$ cat src/rtl/aes_byte_scanner_pkg.sv
// Shared widths, FSM state type and byte-select helper for the AES byte scanner.
// Latency: n/a (declarations only).
// Backpressure: n/a.
// Contents: NUM_BYTES/BYTE_W/IDX_W/BLOCK_W, state_t {EMPTY, SHOW}, block_byte().
package aes_byte_scanner_pkg;

   localparam int NUM_BYTES = 16;
   localparam int BYTE_W    = 8;
   localparam int IDX_W     = 4;
   localparam int BLOCK_W   = NUM_BYTES * BYTE_W;

   typedef enum logic {
      EMPTY = 1'b0,
      SHOW  = 1'b1
   } state_t;

   // Byte 0 is the most significant byte of the block, so shift the wanted
   // byte up to the top and take the top BYTE_W bits.
   function automatic logic [BYTE_W-1:0] block_byte(input logic [BLOCK_W-1:0] blk,
                                                    input logic [IDX_W-1:0]   idx);
      logic [BLOCK_W-1:0] sh;
      sh = blk << (BYTE_W * idx);
      return sh[BLOCK_W-1 -: BYTE_W];
   endfunction

endpackage

$ cat src/rtl/aes_byte_scanner_if.sv
// Bus bundle between the AES block source / display and the byte scanner.
// Latency: n/a (wiring only).
// Backpressure: none; data_valid is a strobe, outputs are levels and pulses.
// master: drives data_in, data_valid, step_btn, auto_en; slave: drives
// byte_out, byte_idx, loaded, wrapped.
interface aes_byte_scanner_if;
   import aes_byte_scanner_pkg::*;

   logic [BLOCK_W-1:0] data_in;
   logic               data_valid;
   logic               step_btn;
   logic               auto_en;
   logic [BYTE_W-1:0]  byte_out;
   logic [IDX_W-1:0]   byte_idx;
   logic               loaded;
   logic               wrapped;

   modport master (
      output data_in, data_valid, step_btn, auto_en,
      input  byte_out, byte_idx, loaded, wrapped
   );

   modport slave (
      input  data_in, data_valid, step_btn, auto_en,
      output byte_out, byte_idx, loaded, wrapped
   );

endinterface

$ cat src/rtl/aes_byte_scanner_button_debounce.sv
// Synchronises and debounces a raw push button, emits one pulse per accepted press.
// Latency: btn_rise is high 2 + DEBOUNCE_CYCLES + 1 cycles after the raw edge.
// Backpressure: none; a held button yields one pulse, release yields none.
// Ports: clk, rst (sync, active-high), btn_raw (async in), btn_level (accepted
// level), btn_rise (one-cycle pulse on accepted rising edge).
module button_debounce #(
   parameter int DEBOUNCE_CYCLES = 1000000
) (
   input  logic clk,
   input  logic rst,
   input  logic btn_raw,
   output logic btn_level,
   output logic btn_rise
);

   localparam int CNT_W = $clog2(DEBOUNCE_CYCLES + 1);

   logic             sync1;
   logic             sync2;
   logic             level_q;
   logic [CNT_W-1:0] cnt;

   always_ff @(posedge clk) begin
      if (rst) begin
         sync1     <= 1'b0;
         sync2     <= 1'b0;
         btn_level <= 1'b0;
         level_q   <= 1'b0;
         btn_rise  <= 1'b0;
         cnt       <= '0;
      end else begin
         sync1 <= btn_raw;
         sync2 <= sync1;
         // cnt counts consecutive cycles the synchronised level disagrees
         // with the accepted one; any agreeing cycle (a bounce) restarts it.
         if (sync2 != btn_level) begin
            if (cnt == CNT_W'(DEBOUNCE_CYCLES - 1)) begin
               btn_level <= sync2;
               cnt       <= '0;
            end else begin
               cnt <= cnt + 1'b1;
            end
         end else begin
            cnt <= '0;
         end
         level_q  <= btn_level;
         btn_rise <= btn_level & ~level_q;
      end
   end

endmodule

$ cat src/rtl/aes_byte_scanner.sv
// Captures a 128-bit AES block and presents it a byte at a time for a 7-seg display.
// Latency: byte_out follows byte_idx by one cycle; step advances 2+DEBOUNCE+1 cycles after press.
// Backpressure: none; data_valid always accepted and wins over step/tick in the same cycle.
// Ports: clk, rst (sync, active-high), bus (slave): data_in, data_valid, step_btn,
// auto_en in; byte_out, byte_idx, loaded, wrapped out (all registered).
module aes_byte_scanner
   import aes_byte_scanner_pkg::*;
#(
   parameter int TICK_DIV        = 50000000,
   parameter int DEBOUNCE_CYCLES = 1000000
) (
   input  logic                clk,
   input  logic                rst,
   aes_byte_scanner_if.slave   bus
);

   localparam int PRE_W = $clog2(TICK_DIV);

   state_t             state;
   logic [BLOCK_W-1:0] shadow;
   logic [IDX_W-1:0]   idx;
   logic [PRE_W-1:0]   pre;
   logic [BYTE_W-1:0]  byte_q;
   logic               loaded_q;
   logic               wrapped_q;

   logic btn_level;
   logic btn_rise;
   logic step;
   logic tick;
   logic advance;

   button_debounce #(
      .DEBOUNCE_CYCLES (DEBOUNCE_CYCLES)
   ) u_button_debounce (
      .clk       (clk),
      .rst       (rst),
      .btn_raw   (bus.step_btn),
      .btn_level (btn_level),
      .btn_rise  (btn_rise)
   );

   // The rise pulse trails the accepted level by a cycle; qualifying it with
   // the level keeps a step from firing on a level that has already dropped.
   assign step    = btn_rise & btn_level;
   assign tick    = (state == SHOW) && bus.auto_en && (pre == PRE_W'(TICK_DIV - 1));
   assign advance = (state == SHOW) && (step || tick);

   always_ff @(posedge clk) begin
      if (rst) begin
         state     <= EMPTY;
         shadow    <= '0;
         idx       <= '0;
         pre       <= '0;
         byte_q    <= '0;
         loaded_q  <= 1'b0;
         wrapped_q <= 1'b0;
      end else begin
         // Registered mux: reflects idx/shadow as they were this cycle.
         byte_q    <= block_byte(shadow, idx);
         wrapped_q <= 1'b0;
         if (bus.data_valid) begin
            // A load drops any coincident advance, so no wrapped pulse either.
            state    <= SHOW;
            shadow   <= bus.data_in;
            idx      <= '0;
            pre      <= '0;
            loaded_q <= 1'b1;
         end else if (state == SHOW) begin
            if (advance) begin
               idx       <= idx + 1'b1;
               wrapped_q <= (idx == IDX_W'(NUM_BYTES - 1));
            end
            // A manual step restarts the period so the next tick is a full
            // TICK_DIV away; auto_en low parks the prescaler at zero.
            if (step || tick || !bus.auto_en) begin
               pre <= '0;
            end else begin
               pre <= pre + 1'b1;
            end
         end
      end
   end

   assign bus.byte_out = byte_q;
   assign bus.byte_idx = idx;
   assign bus.loaded   = loaded_q;
   assign bus.wrapped  = wrapped_q;

endmodule

$ cat src/flat_wrapper.sv
// flat-port wrapper written by rule: the top's interface ports become plain ports
module aes_byte_scanner_flat import aes_byte_scanner_pkg::*;
#(
   parameter int TICK_DIV        = 50000000,
   parameter int DEBOUNCE_CYCLES = 1000000
)
  (clk, rst, bus_data_in, bus_data_valid, bus_step_btn, bus_auto_en, bus_byte_out, bus_byte_idx, bus_loaded, bus_wrapped);
  aes_byte_scanner_if bus_i ();
  input  logic clk;
  input  logic rst;
  input wire logic [$bits(bus_i.data_in)-1:0] bus_data_in;
  input wire logic [$bits(bus_i.data_valid)-1:0] bus_data_valid;
  input wire logic [$bits(bus_i.step_btn)-1:0] bus_step_btn;
  input wire logic [$bits(bus_i.auto_en)-1:0] bus_auto_en;
  output wire logic [$bits(bus_i.byte_out)-1:0] bus_byte_out;
  output wire logic [$bits(bus_i.byte_idx)-1:0] bus_byte_idx;
  output wire logic [$bits(bus_i.loaded)-1:0] bus_loaded;
  output wire logic [$bits(bus_i.wrapped)-1:0] bus_wrapped;
  assign bus_i.data_in = bus_data_in;
  assign bus_i.data_valid = bus_data_valid;
  assign bus_i.step_btn = bus_step_btn;
  assign bus_i.auto_en = bus_auto_en;
  assign bus_byte_out = bus_i.byte_out;
  assign bus_byte_idx = bus_i.byte_idx;
  assign bus_loaded = bus_i.loaded;
  assign bus_wrapped = bus_i.wrapped;
  aes_byte_scanner #(.TICK_DIV(TICK_DIV), .DEBOUNCE_CYCLES(DEBOUNCE_CYCLES)) u_core (.clk(clk), .rst(rst), .bus(bus_i));
endmodule
$ cat config.mk
export PLATFORM = sky130hd
export DESIGN_NAME = aes_byte_scanner_flat
export DESIGN_NICKNAME = d
export VERILOG_FILES = /design/src/rtl/aes_byte_scanner_pkg.sv /design/src/rtl/aes_byte_scanner_if.sv /design/src/rtl/aes_byte_scanner_button_debounce.sv /design/src/rtl/aes_byte_scanner.sv /design/src/flat_wrapper.sv
export SDC_FILE = /design/constraint.sdc
export NUM_CORES = 1
export LEC_CHECK = 0
export BUFFER_PORTS_ARGS = -buffer_cell sky130_fd_sc_hd__buf_2
export CORE_MARGIN = 4
export CORE_UTILIZATION = 60
export DETAILED_ROUTE_END_ITERATION = 10
export PLACE_DENSITY = 0.85
export RECOVER_POWER = 25
export SLEW_MARGIN = 20
export SYNTH_ARGS = -nofsm -noshare
export SYNTH_HDL_FRONTEND = slang
export SYNTH_SLANG_ARGS = --single-unit
$ cat constraint.sdc
create_clock -name clk -period 6.5 [get_ports clk]
set_input_delay 0.975 -clock clk [delete_from_list [all_inputs] [get_ports clk]]
set_output_delay 0.975 -clock clk [all_outputs]
set_load 0.01 [all_outputs]
## After elaboration in Yosys (flattened, before gate mapping)

Cells that the tools add are included.

| storage, ports and cells | value |
|---|---|
| output and inout bits | 14 |
| memory bits (writable) | 0 |
| register bits | 193 |
| word-level logic and storage cells | 38 |
| bits in latches | 0 |
| bits of input ports | 133 |
| bits in read-only memories | 0 |
| memories | 0 |

| cells by class | value |
|---|---|
| reductions and logical operators | 11 |
| multiply operators | 0 |
| divide/modulo/power cells | 0 |
| add/subtract/negate cells | 3 |
| bitwise logic cells | 6 |
| equality and inequality tests | 4 |
| shift-type cells | 1 |
| multiplexer cells | 1 |
| $lt $le $gt $ge | 0 |

Operators by type and width:

| cell | number |
|---|---|
| left shift 128 x 7 -> 128 bit | 1 |
| adder 26 x 1 -> 26 bit, second input constant | 1 |
| == test 26 bit, second input constant | 1 |
| 2-to-1 mux 26 bit | 1 |
| adder 20 x 1 -> 20 bit, second input constant | 1 |
| == test 20 bit, second input constant | 1 |
| adder 4 x 1 -> 4 bit, second input constant | 1 |
| == test 4 bit, second input constant | 1 |
| inverter 1 bit | 4 |
| AND reduction 2 bit | 2 |
| OR reduction 4 bit | 1 |
| logical AND 1 bit | 3 |
| OR reduction 3 bit | 1 |
| AND 1 bit | 2 |
| logical OR 1 bit | 2 |
| OR reduction 2 bit | 1 |
| zero test 1 bit | 1 |
| inequality test 1 bit | 1 |

## Longest topological paths before layout

| depth | value |
|---|---|
| depth after elaboration | 6 |
| gate-level depth with buffers | 7 |
| mapped depth without buffers | 5 |

## Modules after synthesis

From an unflattened synthesis, not the netlist that was laid out.

| unflattened totals | value |
|---|---|
| cell total of the unflattened synthesis | 770 |
| area total of the unflattened synthesis | 8,324.2 um2 |

By module, submodules not included:

| module | instances | area an instance (um2) | cells an instance | seq. area each (um2) |
|---|---|---|---|---|
| aes_byte_scanner | 1 | 7,249.5 | 651 | 3,363.2 |
| button_debounce | 1 | 1,074.8 | 119 | 500.5 |

## Worst setup path before layout

OpenSTA, ideal clock, no wires.

| path | value |
|---|---|
| path type | in2reg |
| from | input bus_data_valid |
| to | register u_core.shadow[100] |
| path slack | 4,201 ps |
| library setup time | 128 ps |
| arrival time | 2,171 ps |
| buffers on the path | 3 |
| required time | 6,372 ps |
| stages | 5 |
| cells stage by stage | clkbuf_1 clkbuf_1 buf_1 mux2i_1 nor2_1 |

RTL lines:

| element | RTL line | source |
|---|---|---|
| start: declaration | flat_wrapper.sv:12 | `input wire logic [$bits(bus_i.data_valid)-1:0] bus_data_valid;` |
| end signal: assignment | aes_byte_scanner.sv:65 | `shadow <= bus.data_in;` |
| end: declaration | aes_byte_scanner.sv:20 | `logic [BLOCK_W-1:0] shadow;` |

## Final worst setup path

| path | value |
|---|---|
| from | input rst |
| to | register u_core.pre[12] |

| between the ends | value |
|---|---|
| longest elaborated chain between the ends | 1 |

RTL lines:

| element | RTL line | source |
|---|---|---|
| start: declaration | flat_wrapper.sv:10 | `input logic rst;` |
| OR reduction 2 bit (no line) | - |  |
| end signal: assignment | aes_byte_scanner.sv:79 | `pre <= pre + 1'b1;` |
| end: declaration | aes_byte_scanner.sv:22 | `logic [PRE_W-1:0] pre;` |

No other way between the ends.
A chain may end at the register's enable or synchronous reset.

==> flow_metrics.tcl <==
set metrics [dict create \
    run_status "complete, but fails checks" \
    violations "max-capacitance violations, max-slew violations" \
    synth-seq-cells 193 \
    io_pins 147 \
    maxCapViolations 2 \
    stdcell_area_um2 9693 \
    synth-edff-count 0 \
    post_cts_buffers 0 \
    fmax_mhz 244.1 \
    max_stage_delay_ps 1960 \
    finalSetupViolations 0 \
    cts_buffers 17 \
    gr-total-overflow 0 \
    dp_slack_ps 3465 \
    slew_viol_final 90 \
    finalHoldViolCount 0 \
    finalClockSkew_ps 5.879 \
    layout_setup_ws_ps 2403 \
    crit_slowest_cell "clkbuf_1" \
    cts_hold_buf 0 \
    dpl_cell_area_um2 9119 \
    dr_total_vias 6440 \
    grt_max_degree 80 \
    crit_type "input port to flip-flop" \
    drive_gt1_share_pct 23.74 \
    start_kind "input port" \
    drc 0 \
    drt_iter0_drc 468 \
    layout_common_cells "191 x dfxtp_1, 148 x mux2i_1, 146 x nor2_1, 133 x buf_2, 32 x mux4_2" \
    finalSetupTns_ps 0 \
    die_area_um2 15920 \
    cts_max_level 4 \
    path_cells "clkbuf_1 > nor2_1 > o21ai_0 > or4_1 > nand3_1" \
    synthFlopType "dfxtp_1" \
    yosys.area.top_type_share_pct 46.11 \
    start_util_pct 62.29 \
    cts_tree "yes" \
    nNetsFinal 1058 \
    final.min_clock_period_ps 4097 \
    finalCritPeriodShare_pct 63.04 \
    crit_path_max_fanout 69 \
    netlist_area_um2 8379 \
    portBuffers 146 \
    ys_types 55 \
    clock_path_buffers 2 \
    worstHoldPathType "flip-flop to flip-flop" \
    syn-num-nets 945 \
    cts.sink_count 193 \
    synthCells 809 \
    final_core_util_pct 72.05 \
    synth_area_leaders "dfxtp_1 46%, mux2i_1 18%, mux4_2 8.6%" \
    hpwl_um 12910 \
    cts-root-buf "clkbuf_16" \
    avgSynthCellArea_um2 10.36 \
    via_per_inst 5.791 \
    clock_latency_ps 430 \
    num_rows 42 \
    hold_depth 1 \
    p_leak_uw 0.003953 \
    ys_async_sr_fraction_pct 0 \
    yosys.area.top_type "dfxtp_1" \
    reg2regPathDepth 4 \
    ys_warn_count 0 \
    antenna_found_initial 2 \
    grt_usage_pct 23.67 \
    wirelength_um 19050 \
    grt_pass1_vias 6056 \
    clk_pin_slew_ps 70 \
    slew_headroom_pct -88.72 \
    ant_nets 0 \
    ir_worst_vdd_mv 0.2138 \
    arrival_ps 4410 \
    place.gp.congestion 0.7956 \
    die_height_um 126.2 \
    rsz0062_at_grt "false" \
    ys_seq_area_share_pct 46.11 \
    wire_per_inst_um 17.13 \
    dr.pass1.iters 5 \
    layout_commonest_cell "dfxtp_1" \
    area_growth_pct 15.68 \
    required_ps 6810 \
    die_w_um 126.2 \
    worstMarginPinSlew_ps 2831 \
    worstSetupEndpointType "flip-flop" \
    ctsResizeCount 0 \
    grt_first_pass_wirelength_um 30460 \
    power_density_nw_per_um2 259.6 \
    core_um2 13450 \
]
==> state kept, by name (all words and copies together) (netlist names) <==
name	flops
u_core.bus.byte_idx	4
u_core.bus.byte_out	8
u_core.bus.wrapped	1
u_core.pre	26
u_core.shadow	128
u_core.state	1
u_core.u_button_debounce.btn_level	1
u_core.u_button_debounce.btn_rise	1
u_core.u_button_debounce.cnt	20
u_core.u_button_debounce.level_q	1
u_core.u_button_debounce.sync1	1
u_core.u_button_debounce.sync2	1
==> path summary, 6_finish.rpt <==
kind | startpoint | end | slack (ps)
worst min register to register | u_core.u_button_debounce.level_q$_SDFF_PP0_ | u_core.u_button_debounce.btn_rise$_SDFF_PP0_ | 390
worst max register to register | u_core.u_button_debounce.cnt[10]$_SDFF_PP0_ | u_core.u_button_debounce.cnt[8]$_SDFF_PP0_ | 3220
worst min-delay path | u_core.u_button_debounce.level_q$_SDFF_PP0_ | u_core.u_button_debounce.btn_rise$_SDFF_PP0_ | 390
worst max-delay path | rst | u_core.pre[12]$_SDFFE_PP0P_ | 2400
==> logic make-up (layout without fill, tap and decap cells) <==
group | after synthesis | after routing | synth area share [%]
multiplexers | 180 | 180 | 26.28
buffers and inverters | 65 | 191 | 3.419
AND/OR/NAND/NOR | 281 | 281 | 16.40
AO/OA/AOI/OAI | 68 | 68 | 5.361
XOR/XNOR | 19 | 19 | 1.986
other | 0 | 1 | 0
adder cells (fa/ha/maj) | 3 | 3 | 0.4480
flip-flops | 193 | 193 | 46.11
==> critical path, delay by kind of cell <==
family / cells / cell delay [ps]
compound gates: 1 / 560
simple gates: 3 / 880
buf+inv: 1 / 1960
==> final cells by class <==
class	count	area, um2
Multi-Input combinational cell	551	4215
Fill cell	977	3760
Inverter	9	33.78
Timing Repair Buffer	150	752.0
Sequential cell	193	3866
Clock inverter	13	160.2
Clock buffer	19	442.9
Antenna cell	1	2.502
Tap cell	176	220.2
==> layer usage <==
layer,track usage [%],part of all wire [%]
met2,37.12,48
met3,6.393,7.0
met1,30.89,42
met5,0,0.11
met4,10.41,2.7
==> stage by stage <==
step	total power [uW]	hold WS [ps]	cells
global placement	1471	371.0	1079
global route	2604	404.5	1111
CTS	2529	392.2	1111
detailed placement	1478	383.2	1079
floorplan	1405	367.4	809
finish	2516	387.4	1112
==> where the power goes <==
part / switching, uW / total, uW / internal, uW
registers: 27.4 / 1260 / 1230
clock network: 445 / 1060 / 616
logic: 95.7 / 195 / 98.9
==> cell usage after synthesis, types with 3 or more instances <==
cell type	number
ha_1	3
mux2i_1	148
nor2_1	145
nor2b_1	4
a21oi_1	21
nand2_1	21
and4_1	3
o31ai_1	9
or2_2	3
or3_1	17
clkbuf_1	23
xor2_1	13
and3_1	7
xnor2_1	6
a21oi_2	3
dfxtp_1	193
mux4_2	32
or4_1	15
o22ai_1	8
nand3_1	21
o2111ai_1	4
nor4_1	5
nand4_1	15
nor2_2	8
buf_1	19
inv_1	9
buf_2	9
o21ai_0	12
Power figures use the tool's default switching activity.
